<file path="src/rtl/lstm_cell_state.sv">
`default_nettype none
// ============================================================================
// Module   : lstm_cell_state
// Purpose  : LSTM cell-state update c = sat(f*c_prev + i*g) in Q4.12, with a
//            two-stage pipeline and a per-element recurrent state store.
// Revision : 1.0
// ============================================================================
module lstm_cell_state #(
   parameter int DATA_WIDTH = 16,
   parameter int FRAC_BITS  = 12,
   parameter int VEC_LEN    = 8,
   parameter int IDX_WIDTH  = 3
) (
   input  logic                  clk,
   input  logic                  reset,
   input  logic                  clear_state,
   input  logic                  in_valid,
   output logic                  in_ready,
   input  logic [DATA_WIDTH-1:0] f_gate,
   input  logic [DATA_WIDTH-1:0] i_gate,
   input  logic [DATA_WIDTH-1:0] g_cand,
   output logic                  out_valid,
   input  logic                  out_ready,
   output logic [DATA_WIDTH-1:0] c_out,
   output logic [IDX_WIDTH-1:0]  out_idx,
   output logic                  out_last,
   output logic [15:0]           step_count
);

   localparam int PW = 2 * DATA_WIDTH;
   localparam logic [IDX_WIDTH-1:0] C_LAST_IDX = IDX_WIDTH'(VEC_LEN - 1);
   localparam logic signed [PW:0] C_HALF =
      {{(PW - FRAC_BITS + 1){1'b0}}, 1'b1, {(FRAC_BITS - 1){1'b0}}};
   localparam logic signed [PW:0] C_MAX =
      {{(DATA_WIDTH + 2){1'b0}}, {(DATA_WIDTH - 1){1'b1}}};
   localparam logic signed [PW:0] C_MIN =
      {{(DATA_WIDTH + 2){1'b1}}, {(DATA_WIDTH - 1){1'b0}}};

   logic [DATA_WIDTH-1:0] state_q [VEC_LEN];
   logic [DATA_WIDTH-1:0] state_d [VEC_LEN];
   logic [IDX_WIDTH-1:0]  idx_q, idx_d;
   logic                  s1_valid_q, s1_valid_d;
   logic signed [PW-1:0]  p1_q, p1_d;
   logic signed [PW-1:0]  p2_q, p2_d;
   logic [IDX_WIDTH-1:0]  s1_idx_q, s1_idx_d;
   logic                  out_valid_q, out_valid_d;
   logic [DATA_WIDTH-1:0] c_out_q, c_out_d;
   logic [IDX_WIDTH-1:0]  out_idx_q, out_idx_d;
   logic                  out_last_q, out_last_d;
   logic [15:0]           step_q, step_d;

   logic                  w_advance;
   logic                  w_accept;
   logic signed [PW-1:0]  w_f_ext, w_c_ext, w_i_ext, w_g_ext;
   logic signed [PW:0]    w_sum, w_rnd, w_shr;
   logic [DATA_WIDTH-1:0] w_sat;

   assign w_advance  = !out_valid_q || out_ready;
   assign in_ready   = w_advance && !clear_state;
   assign w_accept   = in_valid && in_ready;

   assign out_valid  = out_valid_q;
   assign c_out      = c_out_q;
   assign out_idx    = out_idx_q;
   assign out_last   = out_last_q;
   assign step_count = step_q;

   // Sign-extend operands so the products are formed at full 2*DATA_WIDTH width.
   always_comb begin
      w_f_ext = {{DATA_WIDTH{f_gate[DATA_WIDTH-1]}}, f_gate};
      w_c_ext = {{DATA_WIDTH{state_q[idx_q][DATA_WIDTH-1]}}, state_q[idx_q]};
      w_i_ext = {{DATA_WIDTH{i_gate[DATA_WIDTH-1]}}, i_gate};
      w_g_ext = {{DATA_WIDTH{g_cand[DATA_WIDTH-1]}}, g_cand};
   end

   // Round half up, arithmetic shift back to Q4.12, then clamp to the word range.
   always_comb begin
      w_sum = {p1_q[PW-1], p1_q} + {p2_q[PW-1], p2_q};
      w_rnd = w_sum + C_HALF;
      w_shr = w_rnd >>> FRAC_BITS;
      if (w_shr > C_MAX) begin
         w_sat = C_MAX[DATA_WIDTH-1:0];
      end else if (w_shr < C_MIN) begin
         w_sat = C_MIN[DATA_WIDTH-1:0];
      end else begin
         w_sat = w_shr[DATA_WIDTH-1:0];
      end
   end

   always_comb begin
      state_d     = state_q;
      idx_d       = idx_q;
      s1_valid_d  = s1_valid_q;
      p1_d        = p1_q;
      p2_d        = p2_q;
      s1_idx_d    = s1_idx_q;
      out_valid_d = out_valid_q;
      c_out_d     = c_out_q;
      out_idx_d   = out_idx_q;
      out_last_d  = out_last_q;
      step_d      = step_q;

      if (out_valid_q && out_ready && out_last_q) begin
         step_d = step_q + 16'd1;
      end

      if (clear_state) begin
         idx_d       = '0;
         s1_valid_d  = 1'b0;
         out_valid_d = 1'b0;
         for (int k = 0; k < VEC_LEN; k++) begin
            state_d[k] = '0;
         end
      end else if (w_advance) begin
         s1_valid_d = w_accept;
         if (w_accept) begin
            p1_d     = w_f_ext * w_c_ext;
            p2_d     = w_i_ext * w_g_ext;
            s1_idx_d = idx_q;
            idx_d    = (idx_q == C_LAST_IDX) ? '0 : idx_q + 1'b1;
         end
         out_valid_d = s1_valid_q;
         if (s1_valid_q) begin
            c_out_d           = w_sat;
            out_idx_d         = s1_idx_q;
            out_last_d        = (s1_idx_q == C_LAST_IDX);
            state_d[s1_idx_q] = w_sat;
         end
      end
   end

   always_ff @(posedge clk) begin
      if (reset) begin
         for (int k = 0; k < VEC_LEN; k++) begin
            state_q[k] <= '0;
         end
         idx_q       <= '0;
         s1_valid_q  <= 1'b0;
         p1_q        <= '0;
         p2_q        <= '0;
         s1_idx_q    <= '0;
         out_valid_q <= 1'b0;
         c_out_q     <= '0;
         out_idx_q   <= '0;
         out_last_q  <= 1'b0;
         step_q      <= '0;
      end else begin
         state_q     <= state_d;
         idx_q       <= idx_d;
         s1_valid_q  <= s1_valid_d;
         p1_q        <= p1_d;
         p2_q        <= p2_d;
         s1_idx_q    <= s1_idx_d;
         out_valid_q <= out_valid_d;
         c_out_q     <= c_out_d;
         out_idx_q   <= out_idx_d;
         out_last_q  <= out_last_d;
         step_q      <= step_d;
      end
   end

endmodule
`default_nettype wire
</file>
<file path="config.mk">
export PLATFORM = sky130hd
export DESIGN_NAME = lstm_cell_state
export DESIGN_NICKNAME = d
export VERILOG_FILES = /design/src/rtl/lstm_cell_state.sv
export SDC_FILE = /design/constraint.sdc
export NUM_CORES = 2
export LEC_CHECK = 0
export BUFFER_PORTS_ARGS = -buffer_cell sky130_fd_sc_hd__clkbuf_2
export CAP_MARGIN = 20
export CORE_ASPECT_RATIO = 0.9
export CORE_MARGIN = 2
export CORE_UTILIZATION = 65
export DETAILED_ROUTE_END_ITERATION = 10
export GPL_ROUTABILITY_DRIVEN = 0
export MAX_ROUTING_LAYER = met4
export PLACE_DENSITY_LB_ADDON = 0.08
export SLEW_MARGIN = 20
export SYNTH_ARGS = -nofsm -noshare
export SYNTH_HDL_FRONTEND = slang
export SYNTH_SLANG_ARGS = --single-unit
</file>
<file path="constraint.sdc">
create_clock -name clk -period 11.6 [get_ports clk]
set_input_delay 1.16 -clock clk [delete_from_list [all_inputs] [get_ports clk]]
set_output_delay 1.16 -clock clk [all_outputs]
set_load 0.005 [all_outputs]
</file>
==> impl_metrics.py <==
metrics = {
    "synth": {
        "synthCells": 3322,
        "syn-num-nets": 4127,
        "seq_area_frac_synth": 0.1549,
        "ys_seq_elements": 236,
        "yosys_most_used_dff": "dfxtp_1",
        "yosys_warnings": 0,
        "synth-edff-count": 0,
        "synth_area_per_cell_sq_um": 9.179,
        "syn-cell-area_sq_mm": 0.03049,
        "async_reset_ff_frac": 0,
        "ys_types": 77,
    },
    "drt": {
        "drt-pass1-iter-count": 5,
        "vias": 22890,
        "drt_iter0_markers": 1410,
        "ant_nets": 0,
        "routed_via_density": 5.780,
        "drt_wl_total_um": 72860,
        "wire_per_inst_um": 18.40,
        "drcViolationCount": 0,
    },
    "clock_network": {
        "clk_latency_ps": 540,
        "cts.sinks": 236,
        "root_buffer": "clkbuf_16",
        "clk_pin_slew_ps": 60,
        "clock_path_buffers": 3,
        "cts_tree": "yes",
        "cts_resized": 0,
        "ctsHoldBuffers": 0,
        "cts_buffers": 25,
        "post_cts_buffers": 0,
        "h-tree-depth": 1,
    },
    "worst_setup_path": {
        "startpoint": "idx_q[0]",
        "reg2reg_slack_ps": 2750,
        "cp-start-kind": "register",
        "cp.required_ps": 12000,
        "r2r-start": "idx_q[0]",
        "reg2regPathDepth": 24,
        "cp.arrival_ps": 9260,
        "critPathKind": "register to register",
        "crit_path_end": "p1_q[31]",
        "critical_path.max_fanout": 23,
        "r2r-end": "p1_q[31]",
        "end_kind": "register",
    },
    "finish": {
        "nets": 4131,
        "seqCellArea_sq_mm": 0.004726,
        "mostFrequentLayoutCells": "inv_1 (601), fa_1 (524), nand2_1 (411)",
        "multi_input_area_sq_mm": 0.02302,
        "design_area_sq_mm": 0.03223,
        "final_common_cell": "inv_1",
        "fillers": 3685,
        "drive_gt1_frac": 0.07087,
        "area_growth_pct": 5.704,
        "diodes": 0,
        "layout.cells.non_filler": 3960,
    },
    "grt": {
        "grt_max_degree": 100,
        "grt_pass1_vias": 24300,
        "grt_usage": 0.3213,
        "grt.overflow.total": 0,
        "antenna_found_initial": 0,
        "grt_pass1_wl_um": 122300,
    },
    "job": {
        "cap_violations": 0,
    },
    "sta": {
        "tightest_slew_ps": 1095,
        "skew_ps": 15.48,
        "max_slew_margin": 0.2692,
        "post-route-period-util": 0.7632,
        "setup_viol": 0,
        "fin_setup_tns_ps": 0,
        "rsz0062_at_grt": "false",
        "max_freq_mhz": 113.0,
        "finalHoldViolations": 0,
        "drv_slew": 0,
        "finalCriticalPeriod_ps": 8853,
        "hold_ws_ps": 453.9,
    },
    "min_path": {
        "hold_path_class": "register to register",
    },
    "die": {
        "die_area_sq_mm": 0.04866,
        "rows": 75,
        "design.core.area_sq_mm": 0.04645,
        "die_h_um": 209.5,
        "io_pins": 91,
        "initial_core_util": 0.6565,
        "die_w_um": 232.3,
    },
    "pwr": {
        "power_per_cell_area_mw_per_mm2": 218.5,
        "ir_drop_uv": 255.9,
        "leakage_nw": 15.40,
    },
    "run_status": {
        "status": "completed",
    },
    "placement": {
        "placedCellCount": 3915,
        "io_buffers": 90,
        "placed_cell_area_sq_mm": 0.03141,
        "post-dp-hpwl_um": 57860,
    },
}
state kept, by name (all words and copies together), names as in the netlist:
| name | flops |
|---|---|
| idx_q | 3 |
| c_out | 16 |
| s1_idx_q | 3 |
| out_last | 1 |
| out_idx | 3 |
| step_count | 16 |
| p1_q | 32 |
| p2_q | 32 |
| s1_valid_q | 1 |
| out_valid | 1 |
| state_q | 128 |
worst max-delay path, stage by stage (launching register included):
cell and delay (ps):
dfxtp_2 590, buf_4 480, mux4_2 560, mux2_2 420
nand2_1 170, inv_1 100, fa_1 790, fa_1 520
fa_1 500, fa_1 530, fa_1 500, inv_1 50
fa_1 490, inv_1 50, ha_1 350, a21o_1 220
a21o_1 190, a2111oi_0 580, o41ai_1 180, a21oi_1 250
o21bai_1 90, a21oi_1 210, o21ai_0 190, a2111oi_0 560
o31ai_1 140
layout make-up:
type	instances	area share
Clock buffer	32	0.02116
Inverter	601	0.06999
Clock inverter	13	0.004231
Tap cell	616	0.02391
Multi-Input combinational cell	2350	0.7143
Sequential cell	236	0.1466
Timing Repair Buffer	112	0.01980
cells in the mapped netlist, drive strengths merged (9+ instances only):
library cell / instances / share of area
xor2: 35 / 0.010
a21o: 30 / 0.0074
a21oi: 193 / 0.032
and2: 160 / 0.033
clkbuf: 121 / 0.015
nor2b: 90 / 0.018
a22o: 41 / 0.012
nand2b: 43 / 0.0088
or3: 10 / 0.0021
o21bai: 13 / 0.0032
nand4: 15 / 0.0037
mux2i: 19 / 0.0062
nand3: 16 / 0.0026
a211oi: 26 / 0.0066
nand2: 413 / 0.051
fa: 524 / 0.34
xnor2: 63 / 0.018
o21ai: 131 / 0.025
inv: 601 / 0.074
nor3: 32 / 0.0053
nor2: 119 / 0.016
mux2: 9 / 0.0033
mux4: 32 / 0.024
buf: 14 / 0.0022
ha: 228 / 0.094
dfxtp: 236 / 0.15
per-layer routing:
layer | global-route usage | up-vias | wire length (um)
li1 | - | 10460 | -
met1 | 0.4236 | 11580 | 30680
met2 | 0.5356 | 727 | 36330
met3 | 0.03601 | 118 | 4284
met4 | 0.07737 | 0 | 1564
met5 | - | - | 0
cells by family after synthesis:
| logic type | synth area share |
|---|---|
| flip-flops | 0.1549 |
| AND/OR/NAND/NOR | 0.1495 |
| XOR/XNOR | 0.02815 |
| AO/OA/AOI/OAI | 0.1055 |
| buffers and inverters | 0.09109 |
| multiplexers | 0.03320 |
| adder cells (fa/ha/maj) | 0.4376 |
per-stage QoR:
stage                     power [mW]  utilization  worst slack, ps
final                          7.041       0.6939             2747
after global routing           7.792       0.6939             2306
after CTS                      7.064       0.6939             2770
after detailed placement       6.226       0.6763             2771
after global placement         6.075       0.6757             3087
after floorplan                5.133            -             3314
power breakdown:
part,switching (mW),leakage (nW),internal (mW),total (mW)
combinational,3.04,13.1,2.31,5.36
sequential,0.0235,1.91,0.848,0.872
clock,0.350,0.398,0.464,0.814
total,3.42,15.4,3.63,7.04
worst min-delay path by stage:
stage,slack [ps],to,start,depth (start not counted)
floorplan,420,state_q[19],state_q[19],2
global placement,430,state_q[110],state_q[110],2
detailed placement,440,state_q[78],state_q[78],2
CTS,460,c_out[3],c_out[3],2
global route,470,c_out[3],c_out[3],2
finish,450,state_q[3],state_q[3],2
Power figures use the tool's default switching activity.
